[config.mk]
export PLATFORM = sky130hd
export DESIGN_NAME = mem_wb_stage
export DESIGN_NICKNAME = d
export VERILOG_FILES = /design/src/rtl/mem_wb_stage_pkg.sv /design/src/rtl/mem_wb_stage_wr_arbiter.sv /design/src/rtl/mem_wb_stage.sv
export SDC_FILE = /design/constraint.sdc
export NUM_CORES = 1
export LEC_CHECK = 0
export ABC_CLOCK_PERIOD_IN_PS = 5070
export CAP_MARGIN = 0
export CORE_ASPECT_RATIO = 0.8
export CORE_MARGIN = 5
export CORE_UTILIZATION = 30
export DETAILED_ROUTE_END_ITERATION = 10
export SYNTH_ARGS = -nofsm -noshare
export SYNTH_HDL_FRONTEND = slang
export SYNTH_HIERARCHICAL = 1
export SYNTH_SLANG_ARGS = --single-unit
[constraint.sdc]
create_clock -name clk -period 5.07 [get_ports clk]
set_input_delay 1.2675 -clock clk [delete_from_list [all_inputs] [get_ports clk]]
set_output_delay 1.2675 -clock clk [all_outputs]
set_load 0.1 [all_outputs]
[src/rtl/mem_wb_stage_pkg.sv]
// Shared MEM/WB definitions: reset/enable levels, NOP values, ctrl stall bit positions.
// Also holds the per-edge action decode used by the MEM->WB register.
// Pure declarations; no timing or backpressure of its own.
package mem_wb_stage_pkg;

    localparam logic        RST_ENABLE    = 1'b1;
    localparam logic        WRITE_DISABLE = 1'b0;
    localparam logic [4:0]  NOP_REG_ADDR  = 5'd0;
    localparam logic [31:0] ZERO_WORD     = 32'h0000_0000;

    // Bit positions inside the ctrl block's stall vector.
    localparam int STALL_MEM_BIT = 4;
    localparam int STALL_WB_BIT  = 5;

    typedef enum logic [2:0] {
        ACT_RESET,
        ACT_FLUSH,
        ACT_BUBBLE,
        ACT_HOLD,
        ACT_CAPTURE
    } wb_act_e;

    // One action per edge, highest priority first. stall_wb without
    // stall_mem never comes from ctrl and is treated as a normal capture.
    function automatic wb_act_e next_action(input logic rst,
                                            input logic flush,
                                            input logic stall_mem,
                                            input logic stall_wb);
        if (rst == RST_ENABLE)         return ACT_RESET;
        else if (flush)                return ACT_FLUSH;
        else if (stall_mem && !stall_wb) return ACT_BUBBLE;
        else if (stall_mem)            return ACT_HOLD;
        else                           return ACT_CAPTURE;
    endfunction

endpackage

[src/rtl/mem_wb_stage_wr_arbiter.sv]
// Gates per-channel register writes with valid and drops same-address losers.
// Combinational, zero latency.
// No flow control; the enclosing register decides when the result is used.
module wb_wr_arbiter #(
    parameter int NUM_CH = 1,
    parameter int ADDR_W = 5
) (
    input  logic [NUM_CH-1:0]        valid_i,
    input  logic [NUM_CH-1:0]        wreg_i,
    input  logic [NUM_CH*ADDR_W-1:0] waddr_i,
    output logic [NUM_CH-1:0]        we_o
);

    logic [NUM_CH-1:0] gated;

    // A channel keeps its write only if no program-later channel writes the same register.
    always_comb begin
        gated = wreg_i & valid_i;
        we_o  = gated;
        for (int j = 0; j < NUM_CH; j++) begin
            for (int k = j + 1; k < NUM_CH; k++) begin
                if (gated[j] && gated[k] &&
                    (waddr_i[j*ADDR_W +: ADDR_W] == waddr_i[k*ADDR_W +: ADDR_W])) begin
                    we_o[j] = 1'b0;
                end
            end
        end
    end

endmodule

[src/rtl/mem_wb_stage.sv]
// MEM->WB pipeline register: N reg-write channels, HI/LO, LLbit, retired counter.
// Latency one cycle; all outputs registered, no input-to-output comb path.
// Backpressure via ctrl stalls: stall_mem+stall_wb holds, stall_mem alone bubbles, flush kills.
module mem_wb_stage
    import mem_wb_stage_pkg::*;
#(
    parameter int DATA_W = 32,
    parameter int ADDR_W = 5,
    parameter int NUM_CH = 1,
    parameter int CNT_W  = 32
) (
    input  logic                     clk,
    input  logic                     rst,
    input  logic                     stall_mem,
    input  logic                     stall_wb,
    input  logic                     flush,
    input  logic [NUM_CH-1:0]        mem_valid,
    input  logic [NUM_CH-1:0]        mem_wreg,
    input  logic [NUM_CH*ADDR_W-1:0] mem_waddr,
    input  logic [NUM_CH*DATA_W-1:0] mem_wdata,
    input  logic                     mem_whilo,
    input  logic [DATA_W-1:0]        mem_hi,
    input  logic [DATA_W-1:0]        mem_lo,
    input  logic                     mem_llbit_we,
    input  logic                     mem_llbit,
    output logic [NUM_CH-1:0]        wb_valid,
    output logic [NUM_CH-1:0]        wb_wreg,
    output logic [NUM_CH*ADDR_W-1:0] wb_waddr,
    output logic [NUM_CH*DATA_W-1:0] wb_wdata,
    output logic                     wb_whilo,
    output logic [DATA_W-1:0]        wb_hi,
    output logic [DATA_W-1:0]        wb_lo,
    output logic                     wb_llbit_we,
    output logic                     wb_llbit,
    output logic [CNT_W-1:0]         retired
);

    localparam logic [NUM_CH*ADDR_W-1:0] NOP_ADDRS = {NUM_CH{ADDR_W'(NOP_REG_ADDR)}};
    localparam logic [NUM_CH*DATA_W-1:0] ZERO_DATA = {NUM_CH{DATA_W'(ZERO_WORD)}};
    localparam logic [DATA_W-1:0]        ZERO_ONE  = DATA_W'(ZERO_WORD);

    logic [NUM_CH-1:0]        valid_d,   valid_q;
    logic [NUM_CH-1:0]        wreg_d,    wreg_q;
    logic [NUM_CH*ADDR_W-1:0] waddr_d,   waddr_q;
    logic [NUM_CH*DATA_W-1:0] wdata_d,   wdata_q;
    logic                     whilo_d,   whilo_q;
    logic [DATA_W-1:0]        hi_d,      hi_q;
    logic [DATA_W-1:0]        lo_d,      lo_q;
    logic                     llbit_we_d, llbit_we_q;
    logic                     llbit_d,   llbit_q;
    logic [CNT_W-1:0]         retired_d, retired_q;

    logic [NUM_CH-1:0]        we_arb;
    wb_act_e                  act;

    // Number of real instructions on the input channels, sized to the counter.
    function automatic logic [CNT_W-1:0] popcount(input logic [NUM_CH-1:0] v);
        logic [CNT_W-1:0] cnt;
        cnt = '0;
        for (int i = 0; i < NUM_CH; i++) begin
            cnt = cnt + CNT_W'(v[i]);
        end
        return cnt;
    endfunction

    wb_wr_arbiter #(
        .NUM_CH (NUM_CH),
        .ADDR_W (ADDR_W)
    ) u_wr_arbiter (
        .valid_i (mem_valid),
        .wreg_i  (mem_wreg),
        .waddr_i (mem_waddr),
        .we_o    (we_arb)
    );

    assign act = next_action(rst, flush, stall_mem, stall_wb);

    // Next-state selection: hold by default, zero on reset/flush/bubble, load on capture.
    always_comb begin
        valid_d    = valid_q;
        wreg_d     = wreg_q;
        waddr_d    = waddr_q;
        wdata_d    = wdata_q;
        whilo_d    = whilo_q;
        hi_d       = hi_q;
        lo_d       = lo_q;
        llbit_we_d = llbit_we_q;
        llbit_d    = llbit_q;
        retired_d  = retired_q;
        case (act)
            ACT_RESET, ACT_FLUSH, ACT_BUBBLE: begin
                valid_d    = '0;
                wreg_d     = {NUM_CH{WRITE_DISABLE}};
                waddr_d    = NOP_ADDRS;
                wdata_d    = ZERO_DATA;
                whilo_d    = WRITE_DISABLE;
                hi_d       = ZERO_ONE;
                lo_d       = ZERO_ONE;
                llbit_we_d = WRITE_DISABLE;
                llbit_d    = 1'b0;
                if (act == ACT_RESET) begin
                    retired_d = '0;
                end
            end
            ACT_CAPTURE: begin
                valid_d    = mem_valid;
                wreg_d     = we_arb;
                waddr_d    = mem_waddr;
                wdata_d    = mem_wdata;
                // HI/LO and LL/SC only ever issue on channel 0.
                whilo_d    = mem_whilo & mem_valid[0];
                hi_d       = mem_hi;
                lo_d       = mem_lo;
                llbit_we_d = mem_llbit_we & mem_valid[0];
                llbit_d    = mem_llbit;
                retired_d  = retired_q + popcount(mem_valid);
            end
            default: ; // ACT_HOLD keeps every register
        endcase
    end

    // Pipeline register bank; reset is folded into the next-state logic.
    always_ff @(posedge clk) begin
        valid_q    <= valid_d;
        wreg_q     <= wreg_d;
        waddr_q    <= waddr_d;
        wdata_q    <= wdata_d;
        whilo_q    <= whilo_d;
        hi_q       <= hi_d;
        lo_q       <= lo_d;
        llbit_we_q <= llbit_we_d;
        llbit_q    <= llbit_d;
        retired_q  <= retired_d;
    end

    assign wb_valid    = valid_q;
    assign wb_wreg     = wreg_q;
    assign wb_waddr    = waddr_q;
    assign wb_wdata    = wdata_q;
    assign wb_whilo    = whilo_q;
    assign wb_hi       = hi_q;
    assign wb_lo       = lo_q;
    assign wb_llbit_we = llbit_we_q;
    assign wb_llbit    = llbit_q;
    assign retired     = retired_q;

endmodule
## Yosys cells after proc, flatten, opt, wreduce, memory -nomap -nowiden

Cells that the tools add are included.

| operators by class | value |
|---|---|
| eq/ne operators | 4 |
| reduce and logical (&&, ||, !) cells | 6 |
| bitwise logic cells | 3 |
| mux-type cells | 15 |
| add/sub/neg operators | 1 |

Operator list:

| kind | count |
|---|---|
| case mux 32 bit (2 select lines) | 4 |
| adder 32 x 1 -> 32 bit | 1 |
| two-way mux 32 bit | 1 |
| two-way mux 3 bit | 4 |
| case mux 1 bit (2 select lines) | 5 |
| case mux 5 bit (2 select lines) | 1 |
| bitwise AND 1 bit | 3 |
| == test 3 x 1 -> 1 bit (second input constant) | 1 |
| == test 3 x 2 -> 1 bit (second input constant) | 1 |
| == test 3 bit (second input constant) | 1 |
| logical NOT 3 bit | 1 |
| OR reduction 3 bit | 1 |
| inequality test 2 bit (second input constant) | 1 |
| AND reduction 2 bit | 1 |
| nonzero test 2 bit | 1 |
| logical AND 1 bit | 1 |
| logical NOT 1 bit | 1 |

| word-level totals | value |
|---|---|
| register bits after elaboration | 138 |
| output and inout port bits | 138 |

## Logic depth before layout (Yosys ltp)

Gate-level depths: netlist of the first run.

| logic depth | value |
|---|---|
| depth in word-level cells | 9 |
| gate-level depth with buffers | 7 |
| gate-level depth less buffers | 6 |

## Modules after synthesis

Netlist of the first run, hierarchy kept.

By module, submodules not included:

| module | seq. area each (sq um) | cells an instance | instances | area each (sq um) |
|---|---|---|---|---|
| mem_wb_stage | 4,144.0 | 402 | 1 | 5,730.5 |
| wb_wr_arbiter | 0.0 | 1 | 1 | 6.3 |

## Worst setup path before layout of the first run

OpenSTA, ideal clock, no wires.

| path | value |
|---|---|
| kind | input to register |
| start | input flush |
| end | register hi_q[0], in the netlist wb_hi[0] (enable) |
| cell stages on the path | 2 |
| data required time | 3.832 ns |
| path buffers | 0 |
| setup slack | 0.111 ns |
| arrival time | 3.721 ns |
| cells stage by stage | nor2_1 nand3_1 |

| on the way | value |
|---|---|
| longest elaborated chain between the ends | 5 |
| elaborated cells between the ends (all ways) | 8 |
| those cells by class | 3 x eq/ne; 2 x mux; 3 x reduce/logical |

RTL lines:

| item | line | RTL |
|---|---|---|
| from (decl) | mem_wb_stage.sv:16 | `input logic flush,` |
| two-way mux 3 bit (*) | mem_wb_stage_pkg.sv:30 | `else if (flush) return ACT_FLUSH;` |
| two-way mux 3 bit (*) | mem_wb_stage_pkg.sv:29 | `if (rst == RST_ENABLE) return ACT_RESET;` |
| == test 3 x 1 -> 1 bit, or another cell as far along | mem_wb_stage.sv:90 | `case (act)` |
| OR reduction 3 bit | mem_wb_stage.sv:90 |  |
| nonzero test 2 bit (no line) (*) | - |  |
| to (signal assigned) | mem_wb_stage.sv:129 | `hi_q <= hi_d;` |
| to (decl) | mem_wb_stage.sv:47 | `logic [DATA_W-1:0] hi_d, hi_q;` |

Mark *: on every way between the ends. The rest lies on a longest branch, timed or not.
A chain may end at the register's enable or synchronous reset.

## Worst setup path after layout of the first run

| path | value |
|---|---|
| start | input mem_valid |
| end | register retired_q[18], in the netlist retired[18], data pin |

| on the way | value |
|---|---|
| longest elaborated chain between the ends | 2 |

RTL lines:

| item | line | RTL |
|---|---|---|
| from (decl) | mem_wb_stage.sv:17 | `input logic [NUM_CH-1:0] mem_valid,` |
| adder 32 x 1 -> 32 bit | mem_wb_stage.sv:116 | `retired_d = retired_q + popcount(mem_valid);` |
| case mux 32 bit (2 select lines) | mem_wb_stage.sv:90 |  |
| to (signal assigned) | mem_wb_stage.sv:133 | `retired_q <= retired_d;` |
| to (decl) | mem_wb_stage.sv:51 | `logic [CNT_W-1:0] retired_d, retired_q;` |

No other way between the ends.

==> results of run 1 <==
-- cell usage after synthesis, types with 2 or more instances --
master / n / share of area [%]
or3_1: 5 / 0.55
o31ai_1: 9 / 1.2
xnor2_1: 7 / 1.1
buf_1: 2 / 0.13
or3_2: 3 / 0.39
nand2b_1: 2 / 0.22
nor3_1: 3 / 0.26
nand4_1: 6 / 0.65
a21oi_1: 17 / 1.5
inv_1: 4 / 0.26
xor2_1: 4 / 0.61
nor2_1: 13 / 0.85
nand3_1: 13 / 1.1
edfxtp_1: 138 / 72
clkbuf_1: 15 / 0.98
and3_1: 5 / 0.55
o21ai_0: 7 / 0.61
or4_1: 9 / 1.2
and2_1: 109 / 12
nor4_1: 5 / 0.55
ha_1: 2 / 0.44
nand2_1: 13 / 0.85
mux2i_1: 2 / 0.35
-- per-stage QoR --
step	setup slack (ns)	instances	utilization [%]
global route	1.43	926	48.5
CTS	1.59	926	48.5
finish	1.58	926	48.5
detailed placement	1.15	894	45.2
floorplan	0.111	403	-
global placement	1.23	894	45.2
-- power by group through the flow --
stage          clock network, uW  logic (uW)  registers [uW]
2_1_floorplan                  0        49.3            1800
3_3_place_gp                   0         696            1370
3_5_place_dp                   0         697            1370
4_1_cts                     1330         699            1350
5_1_grt                     1390         712            1350
6_report                    1300         693            1350
-- state kept, by name, indices dropped and copies added (netlist names) --
register,count
wb_whilo,1
wb_lo,32
retired,32
wb_valid,1
wb_llbit_we,1
wb_wreg,1
wb_waddr,5
wb_hi,32
wb_llbit,1
wb_wdata,32
-- routing by layer --
metal,track usage [%],vias to the layer above
met2,21.8,149
met4,4.85,0
met5,0,-
li1,-,1985
met1,16.2,1986
met3,5.94,15
-- cells by family (layout without fill, tap and decap cells) --
group | Yosys count | count (layout) | share of synthesized area [%]
simple gates | 192 | 192 | 20.1
mux | 2 | 2 | 0.349
compound gates | 35 | 35 | 3.55
buf+inv | 23 | 288 | 1.66
xor+xnor | 11 | 11 | 1.68
flops | 138 | 138 | 72.2
fa+ha+maj | 2 | 2 | 0.436
-- area by class of cell --
class,count,area [um^2]
inverter,4,15.0
tap,258,323
clock inverter,14,184
fill,1687,9720
multi-input combinational,242,1520
timing repair buffer,252,2520
sequential,138,4140
clock buffer,18,429
-- worst reg2reg max path, stage by stage (launching register included) --
cell      delay, ns
edfxtp_1       0.36
ha_1           0.19
ha_1           0.25
nand4_2        0.19
or4_4          0.66
or3_2          0.44
a21oi_1        0.18
-- worst min-delay path by stage --
stage | slack, ns | cells after the start | end | from
3_3_place_gp | 0.65 | 2 | retired[31] | retired[31]
4_1_cts | 0.68 | 2 | retired[14] | retired[14]
2_1_floorplan | 1.15 | 2 | retired[27] | retired[27]
3_5_place_dp | 0.66 | 2 | retired[14] | retired[14]
5_1_grt | 0.71 | 2 | retired[14] | retired[14]
6_report | 0.67 | 2 | retired[14] | retired[14]
==> metrics.md, run 1 <==
| Metric | Value |
|---|---|
| Sequential fraction of the synthesis area | `between 70% and 80%` |
| Residual DRC count | `0` |
| Worst EP arrival | `3.73 ns` |
| Slowest CP cell | `or4_4` |
| Slew Limit Fails | `0` |
| CP Launch Type | `input pin` |
| Status | `complete, no violations` |
| H-Tree Depth | `4` |
| R2r startpoint | `retired[0]` |
| Largest net degree at the start of global routing | `approximately 110` |
| Most frequent cells in the layout | `clkdlybuf4s50_1, edfxtp_1, and2_1` |
| Placed cell areas | `8530 um^2` |
| Internal reg-to-reg setup slack | `between 2 and 3 ns` |
| CP bufs+invs | `1` |
| Hold Vio Cnt, Final | `0` |
| CTS tree | `yes` |
| CP Max Fanout | `16` |
| First-pass GRT wire length | `23000 um` |
| CORE AREA | `18900 um^2` |
| Fin crit period | `3.49 ns` |
| Pint | `2290 uW` |
| EDFF count, synth | `138` |
| Critical path origin | `mem_valid` |
| Number of global-route vias before repair | `4144` |
| Cell count after synthesis | `403` |
| Final period utilization | `between 60% and 70%` |
| I/O Buffers | `248` |
| Overflow after GRT | `0` |
| Sw Ratio | `31.4%` |
| M1 WL | `6290 um` |
| Proportion of power drawn by the clock network | `just under 40%` |
| CTS root buf | `clkbuf_16` |
| Deepest clock path buffer count | `2` |
| Post-Syn Nets | `516` |
| Final #Nets | `768` |
| Hold Slack | `0.670 ns` |
| GPL Wtd Cong | `0.786` |
| Die Y | `~130 um` |
| CTS Hold Bufs | `0` |
| Die area | `22000 um^2` |
| Flop pwr share | `40.3%` |
| Worst-skew pair later-pin latency | `just over 0.4 ns` |
| Mean Syn Cell Area | `14.2 um^2` |
| Logic gate share of total power | `a little over a fifth` |
| Clk slew on worst S/H paths | `0.06 ns` |
| Crit-path most repeated cell | `ha_1` |
| Post-CTS Setup Bufs | `0` |
| Gr usage total | `a little over an eighth` |
| Final Power | `3330 uW` |
| Max-Cap Viols | `0` |
| Final setup fails | `0` |
| R2R cell count | `6` |
| Routed via count | `4135` |
| Dominant synthesized flop cell | `edfxtp_1` |
| Initial core utilization | `between 30% and 40%` |
| Worst Hold Class | `reg2reg` |
| Slew HR | `30.7%` |
| WP depth | `7` |
| Mapped Area | `5740 um^2` |
| Post-synth cell types | `33` |
| Routed Wire Length | `15400 um` |
| CP cell instances | `clkdlybuf4s50_1, ha_1, ha_1, nand4_2, or4_4, or3_2, a21oi_1` |
| Post-DR vias/cell | `4.47` |
| Pre-Repair DR Iteration Count | `4` |
| Peak Freq | `286 MHz` |
| CP required | `5.30 ns` |
| Crit-path max cell delay | `0.66 ns` |
| Flops & latches, synth | `138` |
| Max layer used | `met4` |
| CTS Buf Count | `17` |
| Peak VDD IR | `0.180 mV` |
| # rows | `45` |
| Post_cts resized | `0` |
| Setup TNS | `0 ns` |
| Diodes inserted | `0` |
| Sw power | `1050 uW` |
| Die width | `165 um` |
| Critical Path End | `retired[18]` |
| Initial drt markers | `223` |
| Yosys warns | `6` |
| CP top delay family | `simple AND/OR/NAND/NOR gates` |
| Routed Antenna Nets | `0` |
| Final instance area | `about 9100 um^2` |
| Static Leak | `0.00333 uW` |
| Synth async-reset ratio | `0%` |
| DR WL/cell | `16.7 um` |
| Power Density | `365 nW/um^2` |
| Area grow syn2layout | `59.3%` |
| Met2 wire len | `~7500 um` |
| Critical path endpoint category | `flip-flop` |
| Unrepaired setup endpoints after global routing | `no` |
| Setup CP Type | `in2reg` |
| Initial antenna violation count | `0` |
| Clock Sinks | `138` |
| DP HPWL | `11100 um` |
| Met3 wire length | `1410 um` |
| Share of layout cells above drive strength 1 | `roughly 7%` |
| IO Pins | `249` |
| Transition time of the tightest slew-check pin | `1.04 ns` |
| Clk_skew | `between 0.009 and 0.01 ns` |
| Commonest non-fill, non-tap cell in the layout | `clkdlybuf4s50_1` |
| Worst R2R End | `retired[18]` |
Note: power is estimated with default switching activity, not from simulation.
==> inputs of run 2 (changes only) <==
--- a/config.mk
+++ b/config.mk
@@ -5,7 +5,7 @@
 export SDC_FILE = /design/constraint.sdc
 export NUM_CORES = 1
 export LEC_CHECK = 0
-export ABC_CLOCK_PERIOD_IN_PS = 5070
+export ABC_CLOCK_PERIOD_IN_PS = 2900
 export CAP_MARGIN = 0
 export CORE_ASPECT_RATIO = 0.8
 export CORE_MARGIN = 5
==> constraint.sdc (replaced) <==
create_clock -name clk -period 2.9 [get_ports clk]
set_input_delay 0.725 -clock clk [delete_from_list [all_inputs] [get_ports clk]]
set_output_delay 0.725 -clock clk [all_outputs]
set_load 0.1 [all_outputs]
==> run 2 against run 1 <==
Cell count rose by 1.2%; die area did not move; register-to-register slack got worse by 1.9 ns; clock power rose by 77%; flip-flop and latch count did not move; non-clock buffer count rose by 11; via count rose by 1.3%; routed wire length rose by 2.2%.
==> metrics.md, run 2 (synthesis results as in run 1) <==
| Metric | Value |
|---|---|
| Slew Limit Fails | `0 (unchanged)` |
| Pre-Repair DR Iteration Count | `5 (was 4)` |
| CP Launch Type | `input pin (unchanged)` |
| Diodes inserted | `0 (unchanged)` |
| DR WL/cell | `16.8 um (was 16.7 um)` |
| Final period utilization | `89.3%` |
| H-Tree Depth | `4 (unchanged)` |
| Worst Hold Class | `reg2reg (unchanged)` |
| I/O Buffers | `248 (unchanged)` |
| Status | `complete, no violations (unchanged)` |
| GPL Wtd Cong | `0.743 (was 0.786)` |
| Post-DR vias/cell | `4.47 (about the same)` |
| CP Max Fanout | `15 (was 16)` |
| Initial drt markers | `226 (was 223)` |
| Clk slew on worst S/H paths | `0.06 ns (about the same)` |
| Fin crit period | `2.59 ns` |
| Overflow after GRT | `0 (unchanged)` |
| Deepest clock path buffer count | `2 (unchanged)` |
| CP required | `3.17 ns (was 5.30 ns)` |
| Met3 wire length | `1580 um (was 1410 um)` |
| Number of global-route vias before repair | `4292 (was 4144)` |
| Critical path endpoint category | `flip-flop (unchanged)` |
| CTS Buf Count | `17 (unchanged)` |
| Transition time of the tightest slew-check pin | `0.510 ns (was 1.04 ns)` |
| Die width | `165 um (unchanged)` |
| Final #Nets | `779 (was 768)` |
| Static Leak | `0.00365 uW (was 0.00333 uW)` |
| Die Y | `134 um (unchanged)` |
| Peak VDD IR | `0.316 mV (was 0.180 mV)` |
| Share of layout cells above drive strength 1 | `28.7% (was 6.89%)` |
| Power Density | `655 nW/um^2 (was 365 nW/um^2)` |
| DP HPWL | `11700 um (was 11100 um)` |
| CTS tree | `yes (unchanged)` |
| Hold Slack | `0.663 ns (was 0.670 ns)` |
| Largest net degree at the start of global routing | `69 (was 113)` |
| Final setup fails | `0 (unchanged)` |
| Hold Vio Cnt, Final | `0 (unchanged)` |
| Setup CP Type | `in2reg (unchanged)` |
| Clk_skew | `0.0104 ns (was 0.00996 ns)` |
| Routed Wire Length | `15800 um (was 15400 um)` |
| IO Pins | `249 (unchanged)` |
| Slew HR | `66.0% (was 30.7%)` |
| Routed Antenna Nets | `0 (unchanged)` |
| Peak Freq | `around 390 MHz` |
| Met2 wire len | `7400 um (was 7470 um)` |
| CTS Hold Bufs | `0 (unchanged)` |
| Post_cts resized | `0 (unchanged)` |
| Post-CTS Setup Bufs | `0 (unchanged)` |
| Die area | `22000 um^2 (unchanged)` |
| Commonest non-fill, non-tap cell in the layout | `buf_4 (was clkdlybuf4s50_1)` |
| Setup TNS | `0 ns (unchanged)` |
| CORE AREA | `18900 um^2 (unchanged)` |
| Max layer used | `met4 (unchanged)` |
| Fillers | `1686 (was 1687)` |
| Max-Cap Viols | `0 (unchanged)` |
| Worst-skew pair later-pin latency | `0.41 ns (about the same)` |
| Routed via count | `4188 (was 4135)` |
| M1 WL | `6490 um (was 6290 um)` |
| Most frequent cells in the layout | `buf_4, edfxtp_1, clkdlybuf4s50_1 (was clkdlybuf4s50_1, edfxtp_1, and2_1)` |
| Residual DRC count | `0 (unchanged)` |
| Gr usage total | `14.2% (was 13.6%)` |
| CTS root buf | `clkbuf_16 (unchanged)` |
| Unrepaired setup endpoints after global routing | `no (unchanged)` |
| First-pass GRT wire length | `24300 um (was 23000 um)` |
| Area grow syn2layout | `55.4% (was 59.3%)` |
| Initial core utilization | `30.4% (unchanged)` |
| # rows | `45 (unchanged)` |
| Worst EP arrival | `2.85 ns (was 3.73 ns)` |
| Initial antenna violation count | `0 (unchanged)` |
| Clock Sinks | `138 (unchanged)` |
[run 2: cell count changes in the layout (fill, tap and decap cells not counted), sizes merged]
cell and change:
inv -4, clkinvlp -3, clkbuf +1, clkinv +5
bufinv +1, clkdlybuf4s50 -138, buf +149
[run 2: path summary, 6_finish.rpt]
check	start	to	slack (ns)	depth (start not counted)
min reg2reg	retired[14]	retired[14]	0.66	2
max	mem_valid	retired[24]	0.31	7
min	retired[14]	retired[14]	0.66	2
max reg2reg	retired[0]	retired[24]	0.76	6
[run 2: metrics by stage]
step	setup WS, ns	area, um^2	utilization (%)	total power (uW)	std cells
final	0.311	8920	47.3	5840	937
after global routing	0.195	8920	47.3	6050	937
after CTS	0.330	8920	47.3	5910	937
after detailed placement	-0.127	8290	44.0	3590	905
after global placement	-0.0772	8290	44.0	3580	905
after floorplan	0.0321	5750	-	3230	403
[run 2: metal layers]
layer,track usage [%],vias up
met4,4.85,0
met5,0,-
met3,6.00,16
met2,21.6,168
li1,-,2006
met1,18.1,1998
[run 2: power by group]
part | internal [uW] | leakage [uW] | total, uW | switching [uW]
registers | 2300 | 0.00160 | 2360 | 58.4
clock network | 1450 | 0.000303 | 2300 | 852
logic | 298 | 0.00175 | 1190 | 888
total | 4050 | 0.00365 | 5840 | 1800
[run 2: critical path, cell delays in order]
cell	delay, ns
clkdlybuf4s50_1	0.51
ha_2	0.19
ha_1	0.17
nand4_2	0.12
or4_4	0.52
or4_1	0.44
a21oi_1	0.17
[run 2: layout make-up]
type                            count  area, um^2  area share, %
Sequential cell                   138        4140           46.5
Tap cell                          258         323           3.62
Clock buffer                       19         433           4.86
Multi-Input combinational cell    242        1520           17.1
Inverter                            4        15.0          0.168
Clock inverter                     13         193           2.16
Timing Repair Buffer              263        2290           25.7
==> inputs of run 3 (changes only) <==
--- a/config.mk
+++ b/config.mk
@@ -7,10 +7,13 @@
 export LEC_CHECK = 0
 export ABC_CLOCK_PERIOD_IN_PS = 2900
 export CAP_MARGIN = 0
+export CELL_PAD_IN_SITES_DETAIL_PLACEMENT = 1
+export CELL_PAD_IN_SITES_GLOBAL_PLACEMENT = 2
 export CORE_ASPECT_RATIO = 0.8
 export CORE_MARGIN = 5
-export CORE_UTILIZATION = 30
+export CORE_UTILIZATION = 24
 export DETAILED_ROUTE_END_ITERATION = 10
+export PLACE_DENSITY = 0.76
 export SYNTH_ARGS = -nofsm -noshare
 export SYNTH_HDL_FRONTEND = slang
 export SYNTH_HIERARCHICAL = 1
==> run 3 against run 2 <==
Sequential power about the same; highest routed layer unchanged; sequential share of layout area about the same; maximum frequency decreased by 0.63%; clock skew increased by 0.00076 ns; design area about the same; global-route usage decreased by 1.6 points; cell count increased by 5.8%; utilization decreased by 9.2 points; largest power group unchanged; flip-flop and latch count unchanged; non-clock buffer count unchanged; die area increased by 23%.
==> metrics.md, run 3 (synthesis results as in run 1) <==
| Metric | Value |
|---|---|
| Worst R2R End | `retired[16] (was retired[24])` |
| Share of layout cells above drive strength 1 | `28.9% (was 28.7%)` |
| Hold Vio Cnt, Final | `0 (unchanged)` |
| Power Density | `635 nW/um^2 (was 655 nW/um^2)` |
| Slew HR | `69.6% (was 66.0%)` |
| Initial antenna violation count | `0 (unchanged)` |
| Peak Freq | `384 MHz (was 386 MHz)` |
| Hold Path Origin | `retired[31] (was retired[14])` |
| Routed Antenna Nets | `0 (unchanged)` |
| H-Tree Depth | `4 (unchanged)` |
| Layout Cells excl Fill | `991 (was 937)` |
| DP HPWL | `13300 um (was 11700 um)` |
| Setup CP Type | `in2reg (unchanged)` |
| CTS Buf Count | `17 (unchanged)` |
| IO Pins | `249 (unchanged)` |
| Crit-path max cell delay | `0.54 ns (was 0.52 ns)` |
| Static Leak | `0.00362 uW (was 0.00365 uW)` |
| CP cell instances | `clkdlybuf4s50_1, ha_2, ha_1, nand4_2, or4_4, or3_2, a21oi_1 (was clkdlybuf4s50_1, ha_2, ha_1, nand4_2, or4_4, or4_1, a21oi_1)` |
| Die width | `183 um (was 165 um)` |
| Overflow after GRT | `0 (unchanged)` |
| Post_cts resized | `0 (unchanged)` |
| Worst EP arrival | `2.87 ns (was 2.85 ns)` |
| Setup ws final | `0.295 ns (was 0.311 ns)` |
| Worst Hold Class | `reg2reg (unchanged)` |
| CTS Hold Bufs | `0 (unchanged)` |
| Transition time of the tightest slew-check pin | `0.456 ns (was 0.510 ns)` |
| Gr usage total | `12.6% (was 14.2%)` |
| Placed cell areas | `8350 um^2 (was 8290 um^2)` |
| Final period utilization | `89.8% (was 89.3%)` |
| Most frequent cells in the layout | `buf_4, edfxtp_1, clkdlybuf4s50_1 (unchanged)` |
| Internal reg-to-reg setup slack | `0.73 ns (was 0.76 ns)` |
| Worst-skew pair later-pin latency | `0.41 ns (about the same)` |
| Commonest non-fill, non-tap cell in the layout | `buf_4 (unchanged)` |
| Largest net degree at the start of global routing | `98 (was 69)` |
| GPL Wtd Cong | `0.786 (was 0.743)` |
| First-pass GRT wire length | `26500 um (was 24300 um)` |
| Final Power | `5670 uW (was 5840 uW)` |
| Area grow syn2layout | `55.6% (was 55.4%)` |
| Slowest CP cell | `or4_4 (unchanged)` |
| Initial drt markers | `186 (was 226)` |
| Die area | `27100 um^2 (was 22000 um^2)` |
| Fin crit period | `2.61 ns (was 2.59 ns)` |
| Clk slew on worst S/H paths | `0.06 ns (about the same)` |
| Routed via count | `4165 (was 4188)` |
| Deepest clock path buffer count | `2 (unchanged)` |
| CP Launch Type | `input pin (unchanged)` |
| Clk_skew | `0.0111 ns (was 0.0104 ns)` |
| Post-CTS Setup Bufs | `0 (unchanged)` |
| Status | `complete, no violations (unchanged)` |
| Dpl ws | `-0.135 ns (was -0.127 ns)` |
| Final instance area | `8920 um^2 (about the same)` |
| CTS tree | `yes (unchanged)` |
| Unrepaired setup endpoints after global routing | `no (unchanged)` |
| Fillers | `2516 (was 1686)` |
| Pre-Repair DR Iteration Count | `4 (was 5)` |
| CP top delay family | `simple AND/OR/NAND/NOR gates (unchanged)` |
| Critical Path End | `retired[16] (was retired[24])` |
| Clock Sinks | `138 (unchanged)` |
| Residual DRC count | `0 (unchanged)` |
| CP Max Fanout | `16 (was 15)` |
| Die Y | `148 um (was 134 um)` |
| Final #Nets | `779 (unchanged)` |
| DR WL/cell | `17.7 um (was 16.8 um)` |
| R2R cell count | `6 (unchanged)` |
| # rows | `50 (was 45)` |
| Max-Cap Viols | `0 (unchanged)` |
| CORE AREA | `23500 um^2 (was 18900 um^2)` |
| CP bufs+invs | `1 (unchanged)` |
| Slew Limit Fails | `0 (unchanged)` |
| Initial core utilization | `24.5% (was 30.4%)` |
| WP depth | `7 (unchanged)` |
| Final setup fails | `0 (unchanged)` |
| CP required | `3.16 ns (was 3.17 ns)` |
| Placed cells | `959 (was 905)` |
| Diodes inserted | `0 (unchanged)` |
| Post-DR vias/cell | `4.20 (was 4.47)` |
| I/O Buffers | `248 (unchanged)` |
| Routed Wire Length | `17500 um (was 15800 um)` |
| Peak VDD IR | `0.251 mV (was 0.316 mV)` |
| Critical path origin | `mem_valid (unchanged)` |
| Number of global-route vias before repair | `4596 (was 4292)` |
| Critical path endpoint category | `flip-flop (unchanged)` |
| R2r startpoint | `retired[0] (unchanged)` |
| CTS root buf | `clkbuf_16 (unchanged)` |
## run 3: cell count changes in the layout (fill, tap and decap cells not counted), sizes merged
| cell | before | now |
|---|---|---|
| inv | 6 | 11 |
| bufinv | 4 | 1 |
| clkbuf | 19 | 17 |
## run 3: tightest hold or removal path, delay by kind of cell, from the launching register on
kind	cells	cell delay [ns]
compound gates	2	0.20
flops	1	0.36
## run 3: worst min-delay path by stage
stage | cells after the start | end
floorplan | 1 | wb_hi[0]
global placement | 2 | retired[31]
detailed placement | 2 | retired[31]
CTS | 2 | retired[31]
global route | 2 | retired[31]
finish | 2 | retired[31]
## run 3: cell type report
cell class                 instances  area (um^2)  area share, %
sequential                       138         4140           46.4
tap                              312          390           4.37
inverter                           4         15.0          0.168
timing repair buffer             263         2270           25.5
clock inverter                    15          154           1.72
clock buffer                      17          425           4.77
multi-input combinational        242         1520           17.0
## run 3: metrics by stage
step | hold WS (ns) | TNS [ns] | utilization [%]
after floorplan | 0.923 | 0 | -
after global placement | 0.645 | -0.246 | 35.6
after detailed placement | 0.662 | -0.754 | 35.6
after CTS | 0.686 | 0 | 38.0
after global routing | 0.726 | 0 | 38.0
final | 0.682 | 0 | 38.0
## run 3: routing by layer
layer	part of all wire [%]	up-vias	track usage, %
met5	0	-	0
met3	7.9	9	5.16
met4	1.1	0	3.57
met2	51	135	22.2
li1	-	1999	-
met1	40	2022	14.1
## run 3: report_power, final
part           leakage [uW]  internal (uW)  switching (uW)
combinational       0.00174            298             891
sequential          0.00160           2300            61.2
clock              0.000282           1210             911
total               0.00362           3810            1860
